**config.mk**
```make
export PLATFORM = sky130hd
export DESIGN_NAME = ascii_param_seq
export DESIGN_NICKNAME = d
export VERILOG_FILES = /design/src/rtl/ascii_param_seq.sv
export SDC_FILE = /design/constraint.sdc
export NUM_CORES = 1
export LEC_CHECK = 0
export BUFFER_PORTS_ARGS = -buffer_cell sky130_fd_sc_hd__buf_4
export CORE_UTILIZATION = 27
export CTS_CLUSTER_DIAMETER = 150
export CTS_CLUSTER_SIZE = 24
export DETAILED_ROUTE_END_ITERATION = 8
export PLACE_DENSITY = 0.52
export SLEW_MARGIN = 20
export SYNTH_ARGS = -nofsm -noshare
export SYNTH_HDL_FRONTEND = slang
export SYNTH_SLANG_ARGS = --single-unit
```
**constraint.sdc**
```tcl
create_clock -name clk -period 6.8 [get_ports clk]
set_input_delay 1.36 -clock clk [delete_from_list [all_inputs] [get_ports clk]]
set_output_delay 1.36 -clock clk [all_outputs]
set_load 0.1 [all_outputs]
```
**src/rtl/ascii_param_seq.sv**
```systemverilog
// Parameter file plus ASCII query streamer: loads 12 scoring words, then normalizes and round-robins query bytes to PEs.
// Latency: a parameter write or accepted byte is visible one cycle after its edge; done follows FLUSH by one cycle.
// Backpressure: in_ready is high only while streaming; in_valid gaps stall the stream indefinitely.
module ascii_param_seq #(
    parameter int PE_WIDTH = 10,
    parameter int NUM_PE   = 32,
    parameter int LEN_W    = 16,
    localparam int SEL_W   = (NUM_PE > 1) ? $clog2(NUM_PE) : 1
) (
    input  logic                     clk,
    input  logic                     rst_n,
    input  logic                     cfg_wr_en,
    input  logic [3:0]               cfg_addr,
    input  logic [PE_WIDTH-1:0]      cfg_data,
    input  logic                     start,
    input  logic [LEN_W-1:0]         query_len,
    input  logic [7:0]               in_char,
    input  logic                     in_valid,
    output logic                     in_ready,
    output logic [12*PE_WIDTH-1:0]   param_out,
    output logic [7:0]               char_out,
    output logic                     char_valid,
    output logic [SEL_W-1:0]         pe_sel,
    output logic                     busy,
    output logic                     done,
    output logic                     cfg_err
);

    typedef enum logic [1:0] {
        IDLE   = 2'd0,
        STREAM = 2'd1,
        FLUSH  = 2'd2
    } state_t;

    state_t               state;
    state_t               state_n;
    logic [PE_WIDTH-1:0]  param_q [12];
    logic [11:0]          mask;
    logic [LEN_W-1:0]     len_q;
    logic [LEN_W-1:0]     count;
    logic [LEN_W-1:0]     count_inc;
    logic [SEL_W-1:0]     ptr;
    logic                 wr_ok;
    logic                 wr_bad;
    logic                 start_ok;
    logic                 start_bad;
    logic                 xfer;
    logic [7:0]           norm_char;

    // Decode this cycle's requests; a write in IDLE always wins over start.
    always_comb begin
        wr_ok     = 1'b0;
        wr_bad    = 1'b0;
        start_ok  = 1'b0;
        start_bad = 1'b0;
        if (cfg_wr_en) begin
            if (state == IDLE && cfg_addr <= 4'd11) wr_ok  = 1'b1;
            else                                    wr_bad = 1'b1;
        end else if (start && state == IDLE) begin
            if (&mask) start_ok  = 1'b1;
            else       start_bad = 1'b1;
        end
        xfer      = in_valid && (state == STREAM);
        count_inc = count + 1'b1;
        norm_char = in_char;
        if (in_char >= 8'h61 && in_char <= 8'h7A) norm_char = in_char - 8'h20;
    end

    // State register.
    always_ff @(posedge clk or negedge rst_n) begin
        if (!rst_n) state <= IDLE;
        else        state <= state_n;
    end

    // Next-state logic and state-decoded handshake outputs.
    always_comb begin
        state_n  = state;
        in_ready = 1'b0;
        busy     = 1'b0;
        case (state)
            IDLE: begin
                if (start_ok) state_n = (query_len == '0) ? FLUSH : STREAM;
            end
            STREAM: begin
                in_ready = 1'b1;
                busy     = 1'b1;
                if (xfer && count_inc == len_q) state_n = FLUSH;
            end
            FLUSH: begin
                busy    = 1'b1;
                state_n = IDLE;
            end
            default: state_n = IDLE;
        endcase
    end

    // Parameter words and written-mask; the mask only clears on reset.
    always_ff @(posedge clk or negedge rst_n) begin
        if (!rst_n) begin
            for (int k = 0; k < 12; k++) param_q[k] <= '0;
            mask <= '0;
        end else if (wr_ok) begin
            for (int k = 0; k < 12; k++) begin
                if (cfg_addr == 4'(k)) begin
                    param_q[k] <= cfg_data;
                    mask[k]    <= 1'b1;
                end
            end
        end
    end

    for (genvar g = 0; g < 12; g++) begin : g_param
        assign param_out[g*PE_WIDTH +: PE_WIDTH] = param_q[g];
    end

    // Stream bookkeeping: latched length, character count and round-robin pointer.
    always_ff @(posedge clk or negedge rst_n) begin
        if (!rst_n) begin
            len_q <= '0;
            count <= '0;
            ptr   <= '0;
        end else if (start_ok) begin
            len_q <= query_len;
            count <= '0;
            ptr   <= '0;
        end else if (xfer) begin
            count <= count_inc;
            ptr   <= (ptr == SEL_W'(NUM_PE - 1)) ? '0 : ptr + 1'b1;
        end
    end

    // Output byte path: pe_sel carries the PE index of the byte presented alongside it.
    always_ff @(posedge clk or negedge rst_n) begin
        if (!rst_n) begin
            char_out   <= 8'h00;
            char_valid <= 1'b0;
            pe_sel     <= '0;
        end else begin
            char_valid <= xfer;
            if (start_ok) pe_sel <= '0;
            if (xfer) begin
                char_out <= norm_char;
                pe_sel   <= ptr;
            end
        end
    end

    // One-cycle status pulses: done on the first IDLE cycle after FLUSH, cfg_err after a rejected request.
    always_ff @(posedge clk or negedge rst_n) begin
        if (!rst_n) begin
            done    <= 1'b0;
            cfg_err <= 1'b0;
        end else begin
            done    <= (state == FLUSH);
            cfg_err <= wr_bad || start_bad;
        end
    end

endmodule

```
# Word level (Yosys, flattened, before mapping)
# Index checks and enable logic that the tools add are counted.
# W data, S select, Z words.
# word_totals
reg_bits,187
input_bits,43
output_inout_bits,138
# classes
n_addsub,3
n_lt_le_gt_ge,3
n_eq_ne,17
n_mux,24
n_reduce_logical,25
# op_table
operator,n
$mux W16,2
$reduce_and A2 Y1,13
$mux W5,5
$add A16 B1 Y16 const B,1
$eq A16 B16 Y1,1
$eq A4 B3 Y1 const B,4
$eq A4 B4 Y1 const B,4
$logic_not A16 Y1,1
$mux W1,12
$reduce_and A12 Y1,1
$eq A4 B2 Y1 const B,2
$ge A8 B7 Y1 const B,1
$le A8 B7 Y1 const B,1
$mux W8,1
$sub A8 B6 Y8 const B,1
$mux W2,3
$add A5 B1 Y5 const B,1
$eq A5 B5 Y1 const B,1
$logic_and A1 B1 Y1,5
$eq A4 B1 Y1 const B,1
$le A4 B4 Y1 const B,1
$logic_not A4 Y1,1
$pmux W2 S2,1
$eq A2 B1 Y1 const B,1
7 further kinds,7

# Depth between registers and ports, before layout
# Gate-level depths: netlist (run 1).
# logic_depth
word_depth,6
ltp_mapped,9
depth_no_buf,9

# Least setup slack after synthesis (run 1)
# Ideal clock, no wire load.
# synth_path
kind,flip-flop to flip-flop
start,reg state[1]
end,reg state[0]
arrival_ns,2.873
required_ns,6.676
path_slack_ns,3.803
stages_incl_launch_ff,10
cell_sequence,dfrtp_1 -> inv_1 -> ha_1 -> nand2_1 -> a211oi_1 -> o2111ai_1 -> a2111oi_2 -> nand3_1 -> o41a_1 -> mux2i_1
# synth_via
elab_chain_cells,6
elab_cells_between_ends,11
classes_between,eq/ne: 3; mux: 3; reduce/logical: 5
# synth_lines
item,line_no,text
"start, declared",35,state_t state;
"start signal, assigned",72,else state <= state_n;
$logic_not A2 Y1,"59, 80",
$logic_and A1 B1 Y1,59,end else if (start && state == IDLE) begin
$mux W1,59,
$mux W1,56,if (cfg_wr_en) begin
$ne A2 B2 Y1 (no line),n/a,
$reduce_and A2 Y1 (no line),n/a,
# Several ways; a longest one is shown, not always the timed one.
# A chain may end at the register's enable or synchronous reset.

# Final worst setup path (run 1)
# layout_path
start,reg state[1]
end,out in_ready
# layout_via
elab_chain_cells,2
# layout_lines
item,line_no,text
$eq A2 B1 Y1,80,case (state)
$mux W1,80,
"end, declared",19,"output logic in_ready,"
# No other way between the ends.

==> run metrics, run 1 <==
residual DRC count=0; global-route wire length before repair=around 33,000 microns; initial detailed-routing violation count=roughly 280; initial antenna violation count=0; Worst setup SP type=flop; number of nets at the end of the flow=860; maximum fanout encountered on the critical timing path=4; total CTS buffers=17; run status=finished clean; Detail Route Antenna Nets=0; die outline area=about 30,000 sq um; most common library cell in the layout ignoring fill and taps=dfrtp_1; final worst clock skew=between 0.01 and 0.015 ns; endpoint class of the critical path=primary output; clock root cell=clkbuf_16; final estimated routing congestion in global placement=between 0.8 and 0.9; part of the Yosys area used for sequential elements=0.5917; # clock sinks=187; area growth from synthesis to layout=29.20%; stage delay of the slowest cell on the critical path=approximately 0.38 ns; Critical Path Stages=3; number of warnings printed during yosys synthesis=0; Core Area=about 29,000 sq um; Synth Net Count=just under 700; TritonRoute pass-1 iters=4; proportion of layout cells with a drive suffix above 1=0.3949; cell with the largest stage delay on the worst path=dfrtp_1; hold violation total from the final report=0; initial standard-cell utilization of the core=0.2748; Worst EP required=roughly 5.4 ns; synthesized netlist cell count=approximately 640; transition time at the pin with the least slew margin=about 1.1 ns; total count of max-transition violations in the final report=0; Max-slew headroom=0.2931; die height=roughly 170 microns; combined flip-flop and latch cell area=4679 sq um; post-CTS setup buffers=0; area of the multi-input gates=between 3000 and 4000 sq um; count of unique library cells instantiated by Yosys=52; top-level I/O count=181; TritonCTS clock tree=yes; horizontal die dimension=between 150 and 200 microns; wire length reported by the detailed router=20,830 microns; number of maximum-capacitance violations=0; Fillers=around 2,900; via count=between 5,000 and 6,000; type of the most critical hold path=flop to flop; part of the cycle the worst path needs=0.4190; Worst Reg2Reg Path Length in Cells=7; Placement Rows=62; largest net degree at the start of global routing=around 120; most frequent cells in the layout=dfrtp_1, buf_4, nand2_1, mux2_2, nor2_1; Buffers & Inverters on Critical Path=2; CP delay by family, top=buffers and inverters; DR vias/cell=4.424; minimum hold slack=~0.47 ns; RSZ-0062 raised after global routing=false; total congestion overflow=0; Detailed Place HPWL=between 10,000 and 15,000 microns; final total negative setup slack=0 ns; final count of negative-setup-slack endpoints=0; final cell count without fillers=between 1,000 and 1,500; Total Routing Usage GR=0.1433; Placed Cells incl. Taps=roughly 1,200; achievable clock frequency=between 300 and 400 MHz; area of the mapped netlist=a little under 8000 sq um; count of cells along the worst hold path=1; number of gates resized after cts=0; number of buffers inserted by hold repair at cts=0; clock latency on the worst-skew pair=about 0.43 ns; critical path type=flop to primary output; per-instance average area after synthesis=approximately 12 sq um; final critical-path required period=2.849 ns; count of buffers from port buffering=180; synthesized flop and latch total=around 190; CTS clock-pin slew for the worst setup and hold paths=0.08 ns; number of global-route vias before repair=between 5,000 and 6,000; H-tree depth reported by CTS=4; Avg WL per Cell=about 17 microns; critical path arrival=approximately 1.5 ns; CTS Buffer Depth=2; Cell Chain, Critical Path=inv_1 -> ha_1 -> buf_4
[through the flow]
stage          setup WS [ns]  instance area [sq um]    util
2_1_floorplan          3.803                   7909       -
3_3_place_gp           3.567                   9632  0.3347
3_5_place_dp           3.543                   9632  0.3347
4_1_cts                3.933                  10220  0.3550
5_1_grt                3.888                  10220  0.3550
6_report               3.951                  10220  0.3551
[path summary, 6_finish.rpt]
kind                            slack (ns)             to      from
worst min-delay path                  0.47        mask[1]   mask[1]
max in group asynchronous             4.51      pe_sel[3]     rst_n
worst min register to register        0.47        mask[1]   mask[1]
min in group asynchronous             1.04    char_out[5]     rst_n
worst max-delay path                  3.95       in_ready  state[1]
worst max register to register        4.24  param_out[68]  state[0]
[cells in the mapped netlist (all sizes together)]
library cell | number | area (sq um)
or2 | 10 | 62.56
xnor2 | 15 | 131.4
o41a | 1 | 11.26
nor3b | 1 | 7.510
nor3 | 9 | 50.05
nand4b | 1 | 8.760
o211ai | 2 | 15.01
or3 | 5 | 36.28
mux2i | 5 | 50.05
a2111oi | 1 | 15.01
a21oi | 15 | 75.07
nand2 | 97 | 364.1
and3 | 2 | 12.51
a31oi | 5 | 31.28
buf | 14 | 85.08
o31ai | 3 | 22.52
nand2b | 7 | 43.79
inv | 6 | 22.52
o2111ai | 1 | 8.760
nand4bb | 1 | 11.26
o31a | 1 | 8.760
or4b | 1 | 10.01
clkinv | 1 | 3.750
nand4 | 7 | 58.81
a2bb2oi | 1 | 8.760
o21ai | 4 | 20.02
or4 | 3 | 22.52
dfrtp | 187 | 4679
nor4 | 6 | 37.54
o22ai | 1 | 6.260
and4 | 2 | 17.52
nand3b | 1 | 7.510
mux2 | 120 | 1351
nor2 | 36 | 137.6
ha | 7 | 87.58
clkbuf | 25 | 93.84
a211oi | 1 | 7.510
o41ai | 2 | 25.03
xor2 | 18 | 157.7
nor4b | 2 | 17.52
nand3 | 16 | 85.08
[worst register-to-register path, stage by stage (launching register included)]
cell	delay (ns)
dfrtp_1	0.38
inv_1	0.11
ha_1	0.33
nand2_1	0.19
nor2_1	0.15
nand2_1	0.11
nor2_1	0.75
mux2_2	0.43
[sequential cells by signal (all words and copies together), names as in the netlist]
name        count
ptr             5
char_out        8
mask           12
pe_sel          5
char_valid      1
done            1
state           2
len_q          16
param_out     120
cfg_err         1
count          16
[logic make-up (layout without fill, tap and decap cells)]
| family | after synthesis | after routing | synth area share |
|---|---|---|---|
| simple gates | 207 | 207 | 0.1253 |
| compound gates | 38 | 38 | 0.03227 |
| xor+xnor | 33 | 33 | 0.03655 |
| buf+inv | 46 | 226 | 0.02594 |
| fa+ha+maj | 7 | 7 | 0.01107 |
| mux | 125 | 125 | 0.1772 |
| flops | 187 | 187 | 0.5917 |
| other cells | 0 | 1 | 0 |
[final cells by class]
| type | instances | share of cell area |
|---|---|---|
| Clock inverter | 13 | 0.01286 |
| Sequential cell | 187 | 0.4579 |
| Multi-Input combinational cell | 410 | 0.2970 |
| Tap cell | 384 | 0.04702 |
| Clock buffer | 19 | 0.04432 |
| Inverter | 7 | 0.002571 |
| Antenna cell | 1 | 0.0002449 |
| Timing Repair Buffer | 187 | 0.1380 |
[metal layers]
layer,GRT usage,vias to the layer above,part of all wire
met1,0.1865,2643,0.45
met4,0.03429,0,0.0078
li1,-,2540,-
met5,0,-,0
met3,0.06662,9,0.099
met2,0.2149,152,0.44
Power of run 1 is left out: the tool's default activity adds up to more than one toggle a clock period on the data nets, which glitch-free logic cannot reach.
==> run 2: changes to the inputs <==
Settings changed: ABC_AREA set to 1.
Clock period 6.8 ns to 2.74 ns, I/O delays scaled along.
==> run 2 against run 1 <==
Utilization increased by 0.73 points; final cell count increased by 19%; sequential share of layout area increased by 0.19 points; clock skew increased by 0.0014 ns; sequential cell count unchanged; wire length increased by 9.1%; clock-buffer cell count decreased by 2; hold slack got worse by 0.38 ns; first-iteration DRC count increased by 61%; critical path type is now flop to flop; register-to-register slack got worse by 3.7 ns; via count increased by 19%.
==> run metrics, run 2 <==
CTS Buffer Depth=2; critical path arrival=between 2 and 3 ns; clock root cell=clkbuf_16; number of nets at the end of the flow=1,097; TritonRoute pass-1 iters=5; final worst clock skew=~0.013 ns; final estimated routing congestion in global placement=about 0.78; initial antenna violation count=0; Detail Route Antenna Nets=0; Worst setup SP type=flop; leading post-synthesis cells by cell area=dfrtp_1, nand2_1, o21ai_0; RSZ-0062 raised after global routing=false; diode insertion count for antenna repair=0; DR vias/cell=4.415; met2 Track Usage GR=0.2528; number of warnings printed during yosys synthesis=0; most frequent cell on the critical path=nand3_1; Synth top area share=0.6009; die height=approximately 170 microns; endpoint class of the critical path=flop; cell with the largest stage delay on the worst path=nand3_1; met3 Resource Use GR=0.05614; final core utilization=0.3623; area of the mapped netlist=between 7000 and 8000 sq um; dominant cell by count in the synthesized netlist=nand2_1; TritonCTS clock tree=yes; Avg WL per Cell=roughly 16 microns; biggest area consumer among synthesized cells=dfrtp_1; Placement Rows=between 60 and 70; critical path type=flop to flop; global-route wire length before repair=approximately 36,000 microns; number of gates resized after cts=0; # clock sinks=roughly 190; number of buffers inserted by hold repair at cts=0; Synth async-reset ratio=1.000; hold violation total from the final report=0; maximum fanout encountered on the critical timing path=21; via count=roughly 6,300; synthesized netlist cell count=877; proportion of layout cells with a drive suffix above 1=0.2245; total CTS buffers=17; final critical-path required period=roughly 2.2 ns; number of enable-type register cells in the synthesized netlist=0; Core Area=approximately 28,000 sq um; part of the cycle the worst path needs=0.8080; most common library cell in the layout ignoring fill and taps=nand2_1; die outline area=about 30,000 sq um; CP delay by family, top=simple AND/OR/NAND/NOR gates; wire length reported by the detailed router=approximately 23,000 microns; largest net degree at the start of global routing=between 60 and 70; initial detailed-routing violation count=around 460; Max-slew headroom=0.5376; synthesized flop and latch total=~190; horizontal die dimension=around 170 microns; CTS clock-pin slew for the worst setup and hold paths=roughly 0.080 ns; stage delay of the slowest cell on the critical path=about 0.54 ns; post-CTS setup buffers=0; part of the Yosys area used for sequential elements=0.6009; transition time at the pin with the least slew margin=just under 0.7 ns; initial standard-cell utilization of the core=0.2773; number of flip-flops in the largest register=between 100 and 150; Worst EP required=~3.1 ns; number of global-route vias before repair=around 6,000; Cell Chain, Critical Path=inv_1 -> ha_1 -> nand3_1 -> nor3_1 -> nand3_1 -> o21ai_0; most frequent cells in the layout=nand2_1, buf_4, dfrtp_1, o21ai_0, inv_1; most frequent cells after synthesis=nand2_1, dfrtp_1, o21ai_0, inv_1, nand3_1; number of maximum-capacitance violations=0; residual DRC count=0; gr busiest metal=met2; type of the most critical hold path=input pin to asynchronous set/reset pin; area growth from synthesis to layout=30.69%; final total negative setup slack=0 ns; top-level I/O count=roughly 180; run status=finished clean; Detailed Place HPWL=between 15,000 and 20,000 microns; clock latency on the worst-skew pair=between 0.4 and 0.5 ns; Buffers & Inverters on Critical Path=1; final count of negative-setup-slack endpoints=0; achievable clock frequency=451.7 MHz; total count of max-transition violations in the final report=0; per-instance average area after synthesis=8.880 sq um; Top FF cell, synth=dfrtp_1; Synth Net Count=927; count of unique library cells instantiated by Yosys=30; count of buffers from port buffering=180; met1 Track Usage GR=0.2110; Total Routing Usage GR=0.1600; H-tree depth reported by CTS=4; total congestion overflow=0
-- run 2: changes by cell type in the layout (fill, tap and decap cells not counted), sizes merged, moves of 7 or more --
cell,delta
nand2,+166
o21ai,+156
mux2,-120
inv,+78
nand3,+29
xor2,-16
xnor2,-15
a21oi,-11
or2,-10
nand2b,-7
nand3b,+7
o22ai,+7
-- run 2: through the flow --
step | cells | hold slack (ns) | worst slack (ns) | instance area, sq um
after floorplan | 877 | 0.2524 | 0.3350 | 7787
after CTS | 1438 | 0.1065 | 0.5235 | 10180
after global placement | 1406 | 0.4482 | 0.6468 | 9582
after global routing | 1438 | 0.1205 | 0.2650 | 10180
final | 1438 | 0.08881 | 0.5260 | 10180
after detailed placement | 1406 | 0.4529 | 0.5341 | 9582
-- run 2: cell type report --
cell class	instances	area, sq um
Tap cell	378	473.0
Multi-Input combinational cell	566	2641
Fill cell	2992	17910
Clock buffer	17	425.4
Sequential cell	187	4679
Clock inverter	15	170.2
Inverter	82	307.8
Timing Repair Buffer	193	1480
-- run 2: path summary, 6_finish.rpt --
path / startpoint / depth (start not counted) / to / slack [ns]
worst min register to register: mask[4] / 2 / mask[4] / 0.47
worst max register to register: state[0] / 6 / param_out[10] / 0.53
worst max-delay path: state[0] / 6 / param_out[10] / 0.53
worst min-delay path: rst_n / 1 / param_out[48] / 0.09
max in group asynchronous: rst_n / 2 / len_q[14] / 1.92
min in group clk: in_char[0] / 3 / char_out[0] / 0.32
-- run 2: logic make-up after synthesis --
family / share of synthesized area
XOR/XNOR: 0.005142
AO/OA/AOI/OAI: 0.1183
adder cells (fa/ha/maj): 0.01125
AND/OR/NAND/NOR: 0.2045
buffers and inverters: 0.05993
flip-flops: 0.6009
-- run 2: routing by layer --
layer  wire length, microns  up-vias
li1                       -     3175
met1                  10170     2995
met2                  10590      168
met3                   1803       11
met4                    155        0
met5                      0        -
-- run 2: worst register-to-register path, stage by stage, from the launching register on --
cell and delay, ns:
dfrtp_1 0.40, inv_1 0.09, ha_1 0.29, nand3_1 0.15, nor3_1 0.28, nand3_1 0.54, o21ai_0 0.37
Power of run 2 is left out for the same reason.
==> run 3: changes to the inputs <==
Settings changed: PLACE_DENSITY 0.52 to 0.53.
Clock period 2.74 ns to 1.8 ns, I/O delays scaled along.
==> run 3 against run 2 <==
The flow now finishes with violations (setup timing); wire length is 2.8% higher; utilization rose by 2.6 points; fmax increased by 16%; clock-buffer cell count increased by 1; critical path depth up 9; clock skew grew 0.0059 ns; register-to-register slack worse by 0.63 ns; setup slack got worse by 0.63 ns; die area stayed put; largest cell class unchanged; critical endpoint is now state[0]; hold slack better by 0.047 ns; sequential cell count stayed put.
==> run metrics, run 3 (synthesis results as in run 2) <==
die outline area=29,530 sq um; final total negative setup slack=-0.2155 ns; TritonCTS clock tree=yes; final worst clock skew=around 0.019 ns; transition time at the pin with the least slew margin=approximately 0.6 ns; proportion of layout cells with a drive suffix above 1=0.2829; Detailed Place HPWL=between 15,000 and 20,000 microns; part of the cycle the worst path needs=1.060; most frequent cells in the layout=nand2_1, buf_4, dfrtp_1, o21ai_0, inv_1; CTS Buffer Depth=2; Worst EP required=approximately 2.1 ns; initial antenna violation count=0; Buffers & Inverters on Critical Path=2; clock root cell=clkbuf_16; count of buffers from port buffering=180; most common library cell in the layout ignoring fill and taps=nand2_1; Post-DP Area=~10,000 sq um; Total Routing Usage GR=0.1647; worst-case register-to-register setup slack=-0.11 ns; die height=approximately 170 microns; achievable clock frequency=between 500 and 600 MHz; number of flip-flops in the largest register=120; initial standard-cell utilization of the core=0.2773; initial detailed-routing violation count=380; # clock sinks=187; CP delay by family, top=simple AND/OR/NAND/NOR gates; Core Area=roughly 28,000 sq um; Max-slew headroom=0.5947; final non-filler cell area=10,900 sq um; violated checks=setup timing; pre-CTS setup slack=-0.09808 ns; total count of max-transition violations in the final report=0; wire length reported by the detailed router=23,360 microns; DR vias/cell=approximately 4.4; Placement Rows=61; TritonRoute pass-1 iters=5; final count of negative-setup-slack endpoints=2; total CTS buffers=17; maximum fanout encountered on the critical timing path=4; top-level I/O count=181; CTS clock-pin slew for the worst setup and hold paths=0.08 ns; setup ws final=-0.1086 ns; hold violation total from the final report=0; Worst setup SP type=flop; final critical-path required period=roughly 1.9 ns; residual DRC count=0; Fillers=2,917; horizontal die dimension=171.8 microns; endpoint class of the critical path=flop; number of nets at the end of the flow=approximately 1,200; cell with the largest stage delay on the worst path=dfrtp_2; Cell Chain, Critical Path=buf_6 -> nand2_4 -> nor2_4 -> buf_6 -> nand3_2 -> nand3_2 -> nand2_1 -> nor2_1 -> nand2_1 -> nor2_1 -> nand3_1 -> nand2_2 -> nand2_2 -> nand2_1 -> nand2_1; RSZ-0062 raised after global routing=true; global-route wire length before repair=roughly 36,000 microns; final core utilization=0.3880; area growth from synthesis to layout=39.93%; via count=approximately 6,600; stage delay of the slowest cell on the critical path=0.41 ns; final estimated routing congestion in global placement=roughly 0.85; number of maximum-capacitance violations=0; Detail Route Antenna Nets=0; H-tree depth reported by CTS=4; area of the multi-input gates=between 2000 and 3000 sq um; diode insertion count for antenna repair=0; Avg WL per Cell=15.63 microns; run status=finished, violations left; critical path type=flop to flop; total congestion overflow=0; number of global-route vias before repair=6,539; critical path arrival=~2.2 ns; combined flip-flop and latch cell area=approximately 4700 sq um; clock latency on the worst-skew pair=roughly 0.45 ns; most frequent cell on the critical path=nand2_1; largest net degree at the start of global routing=between 40 and 50; type of the most critical hold path=input pin to flop
==> run 3: cell count changes in the layout (fill, tap and decap cells not counted), sizes merged <==
cell / delta
buf: +56
clkbuf: +1
clkinvlp: -1
dlygate4sd3: +1
==> run 3: timing repair <==
action / in CTS / in global routing
endpoints found under the setup margin: 58 / 47
gates cloned: 0 / 0
resized for setup: 20 / 16
hold buffers: 1 / 0
endpoints found under the hold margin: 34 / 0
buffers inserted: 7 / 2
pin swaps: 4 / 17
==> run 3: metal layers <==
metal / vias to the layer above / part of all wire / track usage
li1: 3281 / - / -
met1: 3132 / 0.44 / 0.2075
met2: 156 / 0.47 / 0.2683
met3: 16 / 0.075 / 0.06029
met4: 0 / 0.0077 / 0.03655
met5: - / 0 / 0
==> run 3: final timing paths <==
| kind | from | end | cells after the start |
|---|---|---|---|
| max | count[1] | state[0] | 15 |
| min | in_char[2] | char_out[2] | 3 |
| max reg2reg | count[1] | state[0] | 15 |
| min reg2reg | mask[6] | mask[6] | 2 |
| max in group asynchronous | rst_n | count[15] | 3 |
| min in group asynchronous | rst_n | param_out[2] | 2 |
==> run 3: cell type report <==
| class | count | share of cell area |
|---|---|---|
| tap | 378 | 0.04340 |
| clock buffer | 18 | 0.04030 |
| sequential | 187 | 0.4299 |
| multi-input combinational | 566 | 0.2512 |
| timing repair buffer | 250 | 0.1897 |
| inverter | 82 | 0.02825 |
| clock inverter | 14 | 0.01722 |
==> run 3: metrics by stage <==
stage | instances | hold WS (ns)
2_1_floorplan | 877 | 0.06441
3_3_place_gp | 1455 | 0.3115
3_5_place_dp | 1455 | 0.3104
4_1_cts | 1495 | 0.1173
5_1_grt | 1495 | 0.1241
6_report | 1495 | 0.1361
==> run 3: worst reg2reg max path, delay by kind of cell, from the launching register on <==
family                 cells  cell delay [ns]
DFF                        1             0.41
buffers and inverters      2             0.26
and+or+nand+nor           13             1.16
Power of run 3 is left out for the same reason.
